### config.mk
export PLATFORM = sky130hd
export DESIGN_NAME = uart_cmd_decoder
export DESIGN_NICKNAME = d
export VERILOG_FILES = /design/src/rtl/uart_cmd_pkg.sv /design/src/rtl/uart_cmd_decoder_rise_edge_det.sv /design/src/rtl/uart_cmd_decoder.sv
export SDC_FILE = /design/constraint.sdc
export NUM_CORES = 1
export LEC_CHECK = 0
export CAP_MARGIN = 15
export CORE_MARGIN = 2
export CORE_UTILIZATION = 44
export DETAILED_ROUTE_END_ITERATION = 10
export GPL_ROUTABILITY_DRIVEN = 0
export HOLD_SLACK_MARGIN = 0.1
export PLACE_DENSITY = 0.78
export SLEW_MARGIN = 20
export SYNTH_ARGS = -nofsm -noshare
export SYNTH_HDL_FRONTEND = slang
export SYNTH_SLANG_ARGS = --single-unit
### constraint.sdc
create_clock -name clk -period 1.9 [get_ports clk]
set_input_delay 0.475 -clock clk [delete_from_list [all_inputs] [get_ports clk]]
set_output_delay 0.475 -clock clk [all_outputs]
set_load 0.01 [all_outputs]
### src/rtl/uart_cmd_pkg.sv
// Shared types and default command codes for the UART command decoder.
package uart_cmd_pkg;

    typedef enum logic [1:0] {
        IDLE,
        DECODE,
        ECHO,
        STATUS
    } state_t;

    localparam logic [7:0] CMD_START_DEF     = 8'h64;
    localparam logic [7:0] CMD_CLEAR_DEF     = 8'h72;
    localparam logic [7:0] CMD_MODE_DEF      = 8'h6d;
    localparam logic [7:0] CMD_QUERY_DEF     = 8'h3f;
    localparam logic [7:0] STATUS_ASCII_BASE = 8'h30;

endpackage

### src/rtl/uart_cmd_decoder_rise_edge_det.sv
// Registers a level and emits a one-cycle pulse on its rising edge.
module rise_edge_det (
    input  logic clk,
    input  logic rst,
    input  logic d,
    output logic rise
);

    logic d_q;

    always_ff @(posedge clk or negedge rst) begin
        if (!rst) d_q <= 1'b0;
        else      d_q <= d;
    end

    assign rise = d & ~d_q;

endmodule

### src/rtl/uart_cmd_decoder.sv
// UART command decoder: pops RX bytes, pulses start/clear/err, steps the mode index.
// Echo and status reply exist only when UART_CMD_ECHO_EN is defined.
module uart_cmd_decoder
    import uart_cmd_pkg::*;
#(
    parameter logic [7:0]  CMD_START = CMD_START_DEF,
    parameter logic [7:0]  CMD_CLEAR = CMD_CLEAR_DEF,
    parameter logic [7:0]  CMD_MODE  = CMD_MODE_DEF,
    parameter logic [7:0]  CMD_QUERY = CMD_QUERY_DEF,
    parameter int unsigned NUM_MODES = 2,
    localparam int unsigned MODE_W   = (NUM_MODES > 2) ? $clog2(NUM_MODES) : 1
) (
    input  logic              clk,
    input  logic              rst,
    input  logic              rx_empty,
    input  logic [7:0]        rx_data,
    output logic              rx_pop,
    input  logic              tx_full,
    output logic              tx_push,
    output logic [7:0]        tx_data,
    input  logic              i_btn_mode,
    output logic              o_start,
    output logic              o_clear,
    output logic [MODE_W-1:0] o_mode,
    output logic              o_err
);

    state_t            state;
    logic [7:0]        cmd_q;
    logic              btn_rise;
    logic              adv_cmd;
    logic [MODE_W:0]   mode_sum;
    logic [MODE_W-1:0] mode_next;

    rise_edge_det u_btn_edge (
        .clk  (clk),
        .rst  (rst),
        .d    (i_btn_mode),
        .rise (btn_rise)
    );

    // rst in the gate keeps the pop strobe low throughout reset, even with data waiting.
    assign rx_pop  = rst && (state == IDLE) && !rx_empty;
    assign adv_cmd = (state == DECODE) && (cmd_q == CMD_MODE);

    // Sum of at most two increments stays below 2*NUM_MODES, so one subtraction wraps it.
    always_comb begin
        mode_sum = {1'b0, o_mode} + {{MODE_W{1'b0}}, adv_cmd} + {{MODE_W{1'b0}}, btn_rise};
        if (mode_sum >= (MODE_W+1)'(NUM_MODES))
            mode_sum = mode_sum - (MODE_W+1)'(NUM_MODES);
        mode_next = mode_sum[MODE_W-1:0];
    end

    always_ff @(posedge clk or negedge rst) begin
        if (!rst) begin
            state   <= IDLE;
            cmd_q   <= '0;
            o_mode  <= '0;
            o_start <= 1'b0;
            o_clear <= 1'b0;
            o_err   <= 1'b0;
        end else begin
            o_start <= 1'b0;
            o_clear <= 1'b0;
            o_err   <= 1'b0;
            o_mode  <= mode_next;
            case (state)
                IDLE: begin
                    if (!rx_empty) begin
                        cmd_q   <= rx_data;
                        o_start <= (rx_data == CMD_START);
                        o_clear <= (rx_data == CMD_CLEAR);
                        o_err   <= !(rx_data inside {CMD_START, CMD_CLEAR, CMD_MODE, CMD_QUERY});
                        state   <= DECODE;
                    end
                end
`ifdef UART_CMD_ECHO_EN
                DECODE: state <= ECHO;
                ECHO: begin
                    if (!tx_full) state <= (cmd_q == CMD_QUERY) ? STATUS : IDLE;
                end
                STATUS: begin
                    if (!tx_full) state <= IDLE;
                end
`else
                DECODE: state <= IDLE;
`endif
                default: state <= IDLE;
            endcase
        end
    end

`ifdef UART_CMD_ECHO_EN
    always_comb begin
        tx_push = 1'b0;
        tx_data = '0;
        if (!tx_full) begin
            if (state == ECHO) begin
                tx_push = 1'b1;
                tx_data = cmd_q;
            end else if (state == STATUS) begin
                tx_push = 1'b1;
                tx_data = STATUS_ASCII_BASE + 8'(o_mode);
            end
        end
    end
`else
    logic unused_tx_full;
    assign unused_tx_full = tx_full;
    assign tx_push        = 1'b0;
    assign tx_data        = '0;
`endif

endmodule

; ---- Word-level counts from Yosys, hierarchy flattened
; Cells that the tools add are included.
[totals]
regBits = 15
latch_bits = 0
ram_bits = 0
mem_bits_ro = 0
input_bits = 13
out_inout_bits = 14
word_cells = 38
n_memories = 0
[op_classes]
add_sub_neg = 3
mul = 0
div = 0
order_cmp = 1
n_eq_ne = 7
shifts = 0
n_mux = 9
n_bitwise = 3
reduce_logical = 8
[ops]
columns = cell, n
row1 = $eq A8 B7 Y1 const B, 4
row2 = $eq A8 B6 Y1 const B, 1
row3 = $mux W1, 7
row4 = $mux W2, 2
row5 = $reduce_bool A4 Y1, 1
row6 = $logic_and A1 B1 Y1, 3
row7 = $add A1 B1 Y2, 1
row8 = $add A2 B1 Y2, 1
row9 = $eq A2 B1 Y1 const B, 1
row10 = $ge A2 B2 Y1 const B, 1
row11 = $logic_not A1 Y1, 2
row12 = $logic_not A2 Y1, 1
row13 = $ne A2 B2 Y1 const B, 1
row14 = $not A1 Y1, 2
row15 = $reduce_and A2 Y1, 1
row16 = $and A1 B1 Y1, 1
row17 = $sub A1 B1 Y1 const B, 1

; ---- Longest topological paths before layout
[depth]
ltp_word = 6
ltp_mapped = 3
mapped_depth_nobuf = 3

; ---- Modules after synthesis
; A second synthesis with hierarchy kept.
[hier_totals]
hier_cells = 55
area_unflattened_um2 = 693.2
[modules_own_cells]
columns = mod, instances, cells_each, area_per_inst_um2, seq_area_each_um2
row1 = uart_cmd_decoder, 1, 53, 654.4, 325.3
row2 = rise_edge_det, 1, 2, 38.8, 25.0

; ---- Least setup slack after synthesis
; OpenSTA, ideal clock, no wires.
[synth_timing]
path_kind = input to output
start = input port rx_empty
end = output port rx_pop
arrival_time_ns = 0.978
slack_ns = 0.447
path_stages = 3
path_buffers = 1
path_cell_list = nor2_1 buf_4 and2_1
[synth_via]
elab_chain_len = 2
[synth_rtl]
columns = element, line
row1 = from (decl), uart_cmd_decoder.sv:15  ; input logic rx_empty,
row2 = $logic_not A1 Y1, -
row3 = $logic_and A1 B1 Y1, uart_cmd_decoder.sv:43  ; assign rx_pop = rst && (state == IDLE) && !rx_empty;
row4 = to (decl), uart_cmd_decoder.sv:17  ; output logic rx_pop,
; Every way passes these cells.

; ---- Worst setup path after layout
; Same ends and word-level chain as after synthesis.

==> flow_summary_export.csv <==
group,metric,value,unit
status,outcome,"finished clean",
critical_path,cp-start-kind,"input port",
detailed_routing,dr.pass1.iters,4,
timing,fmax,549,MHz
floorplan,die_w,43.3,microns
clock_tree,clock_sinks,14,
critical_path,worstPathRequired,1.42,ns
run,max_cap_viol_count,0,
global_route,grt_usage,13.4,%
layout,fin_cells,90,
synth,synth_seq_cells,14,
global_route,grt_max_degree,15,
detailed_routing,wl_per_cell,11.6,microns
pwr,power_per_cell_area,780,nW/um^2
timing,hold_violations,0,
pwr,switching_share,24.5,%
synth,ys_seq_area_share,51.5,%
critical_path,r2r_cells,4,
placement,post-dp-hpwl,827,microns
detailed_routing,drt_iter0_markers,5,
detailed_routing,vias_per_cell,4.96,
clock_tree,clk_pin_slew,0.07,ns
critical_path,r2r_slack,0.68,ns
layout,regArea,350,sq um
layout,n_fill_cell,141,
synth,syn_inst,55,
synth,ys.warnings.count,0,
critical_path,r2r-start,"state[0]",
min_path,hold_class,"register to register",
synth,syn-mean-instance-area,12.4,sq um
clock_tree,post_cts_buffers,0,
clock_tree,cts-resized-gates,1,
detailed_routing,ant_nets,0,
detailed_routing,wl,1.05,mm
critical_path,setup.worst_path.end_class,"output port",
critical_path,slowest_stage,"clkdlybuf4s50_1",
clock_tree,cts_buffers,3,
synth,synth_area,681,sq um
clock_tree,cts_tree,"built",
clock_tree,cts_max_level,1,
layout,final_cell_mix,"15 x clkdlybuf4s50_1, 14 x dfrtp_1, 9 x conb_1",
pwr,p_seq_share,53.8,%
detailed_routing,vias,446,
placement,portBuffers,16,
floorplan,io_pins,27,
layout,diodes,0,
timing,holdWs,0.507,ns
critical_path,cp_num_cells,4,
global_route,grt_first_pass_wirelength,1.86,mm
critical_path,cp_slowest_stage_delay,0.47,ns
critical_path,worst-setup-path-type,"input port to output port",
floorplan,die_h,43.3,microns
clock_tree,insertion_delay,0.26,ns
timing,finalCritPeriodShare,95.9,%
clock_tree,cts-root-buf,"clkbuf_4",
layout,layout-drive-gt1-share,20.3,%
synth,yosysUniqueCellTypes,19,
critical_path,cp_max_fo,2,
pwr,pwr-share-clk,23.2,%
timing,skew,0.000301,ns
critical_path,crit_buf_inv,2,
floorplan,floorplan.initialDensity,46.3,%
pwr,pwr-share-comb,23.1,%
pwr,switchingPower,163,uW
layout,fin_util,58.2,%
global_route,antenna_found_initial,0,
layout,syn_to_final_growth,25.7,%
pwr,p_leak,0.367,nW
floorplan,placementRows,14,
critical_path,cp.arrival,1.35,ns
critical_path,startpoint,"rx_empty",
critical_path,cp_cell_sequence,"clkdlybuf4s50_1, nor2_2, and2_1, clkdlybuf4s15_1",
layout,multiInputGateArea,288,sq um
pwr,vdd_ir_drop_max,471,uV
layout,layout_commonest_cell,"clkdlybuf4s50_1",
floorplan,dieArea,1880,sq um
pwr,p_int,504,uW
timing,finalSetupViolCount,0,
layout,finalNetCount,89,
timing,rsz0062_at_grt,"no",
min_path,hold_depth,1,
critical_path,cp_top_family,"buffers and inverters",
placement,placed_cells,87,
timing,slew_viol_final,0,
timing,min_period,1.82,ns
clock_tree,ctsLongestPathBuffers,2,
clock_tree,ctsHoldBuffers,0,
global_route,grt_pass1_vias,427,
global_route,grt-ovfl-total,0,
min_path,min_from,"cmd_q[1]",
detailed_routing,drc,0,
floorplan,core,1470,sq um
-- through the flow --
stage	cell area, sq um	power, mW	TNS (ns)	worst slack, ns
2_1_floorplan	711	0.458	0	0.447
3_3_place_gp	831	0.515	-0.219	-0.219
3_5_place_dp	831	0.521	-0.223	-0.223
4_1_cts	852	0.679	0	0.0318
5_1_grt	856	0.715	0	0.0207
6_report	856	0.667	0	0.0782
-- logic make-up after synthesis --
family                    count (synthesis)  share of synthesized area, %
xor gates and xnor gates                  2                          2.57
other                                     1                         0.551
AOI/OAI and AO/OA                         3                          3.49
muxes                                     8                          13.2
buffers and inverters                    10                          11.0
and+or+nand+nor                          17                          17.6
DFF                                      14                          51.5
-- synthesized netlist by cell type, drive strengths merged --
cell type  count  area, sq um
buf           10         75.1
nor2b          1         6.26
dfrtp         14          350
nor2           4         15.0
xnor2          2         17.5
nand3b         2         15.0
nor3b          1         7.51
nor4b          2         23.8
and3b          2         17.5
nand4          2         12.5
a21oi          1         5.00
o2111ai        1         8.76
and2           1         6.26
o211a          1         10.0
nand4b         1         8.76
conb           1         3.75
and2b          1         7.51
mux2           8         90.1
-- sequential cells by signal, indices dropped and copies added (netlist names) --
| name | cells |
|---|---|
| cmd_q | 8 |
| o_clear | 1 |
| o_err | 1 |
| o_mode | 1 |
| o_start | 1 |
| state | 1 |
| u_btn_edge.d_q | 1 |
-- metal layers --
| layer | up-vias | track usage, % | part of all wire (%) |
|---|---|---|---|
| met4 | 0 | 7.27 | 0.86 |
| li1 | 216 | - | - |
| met1 | 214 | 17.5 | 42 |
| met2 | 14 | 20.3 | 52 |
| met5 | - | 0 | 0 |
| met3 | 2 | 3.75 | 5.3 |
-- cell type report --
cell class | instances | share of cell area (%)
flip-flops and latches | 14 | 40.9
multi-input cells | 39 | 33.6
repair buffers | 18 | 20.5
clock buffers | 3 | 2.63
well taps | 16 | 2.34
-- worst paths after layout --
check / to
max reg2reg: o_start
max: rx_pop
min: cmd_q[1]
min reg2reg: cmd_q[1]
min in group asynchronous: cmd_q[1]
max in group asynchronous: u_btn_edge.d_q
-- power by group through the flow --
stage / logic (mW) / registers [mW] / clock network, mW
after detailed placement: 0.156 / 0.365 / 0
after global placement: 0.152 / 0.363 / 0
final: 0.154 / 0.359 / 0.155
after CTS: 0.156 / 0.359 / 0.164
after floorplan: 0.0906 / 0.367 / 0
after global routing: 0.171 / 0.365 / 0.179
Power figures use the tool's default switching activity.
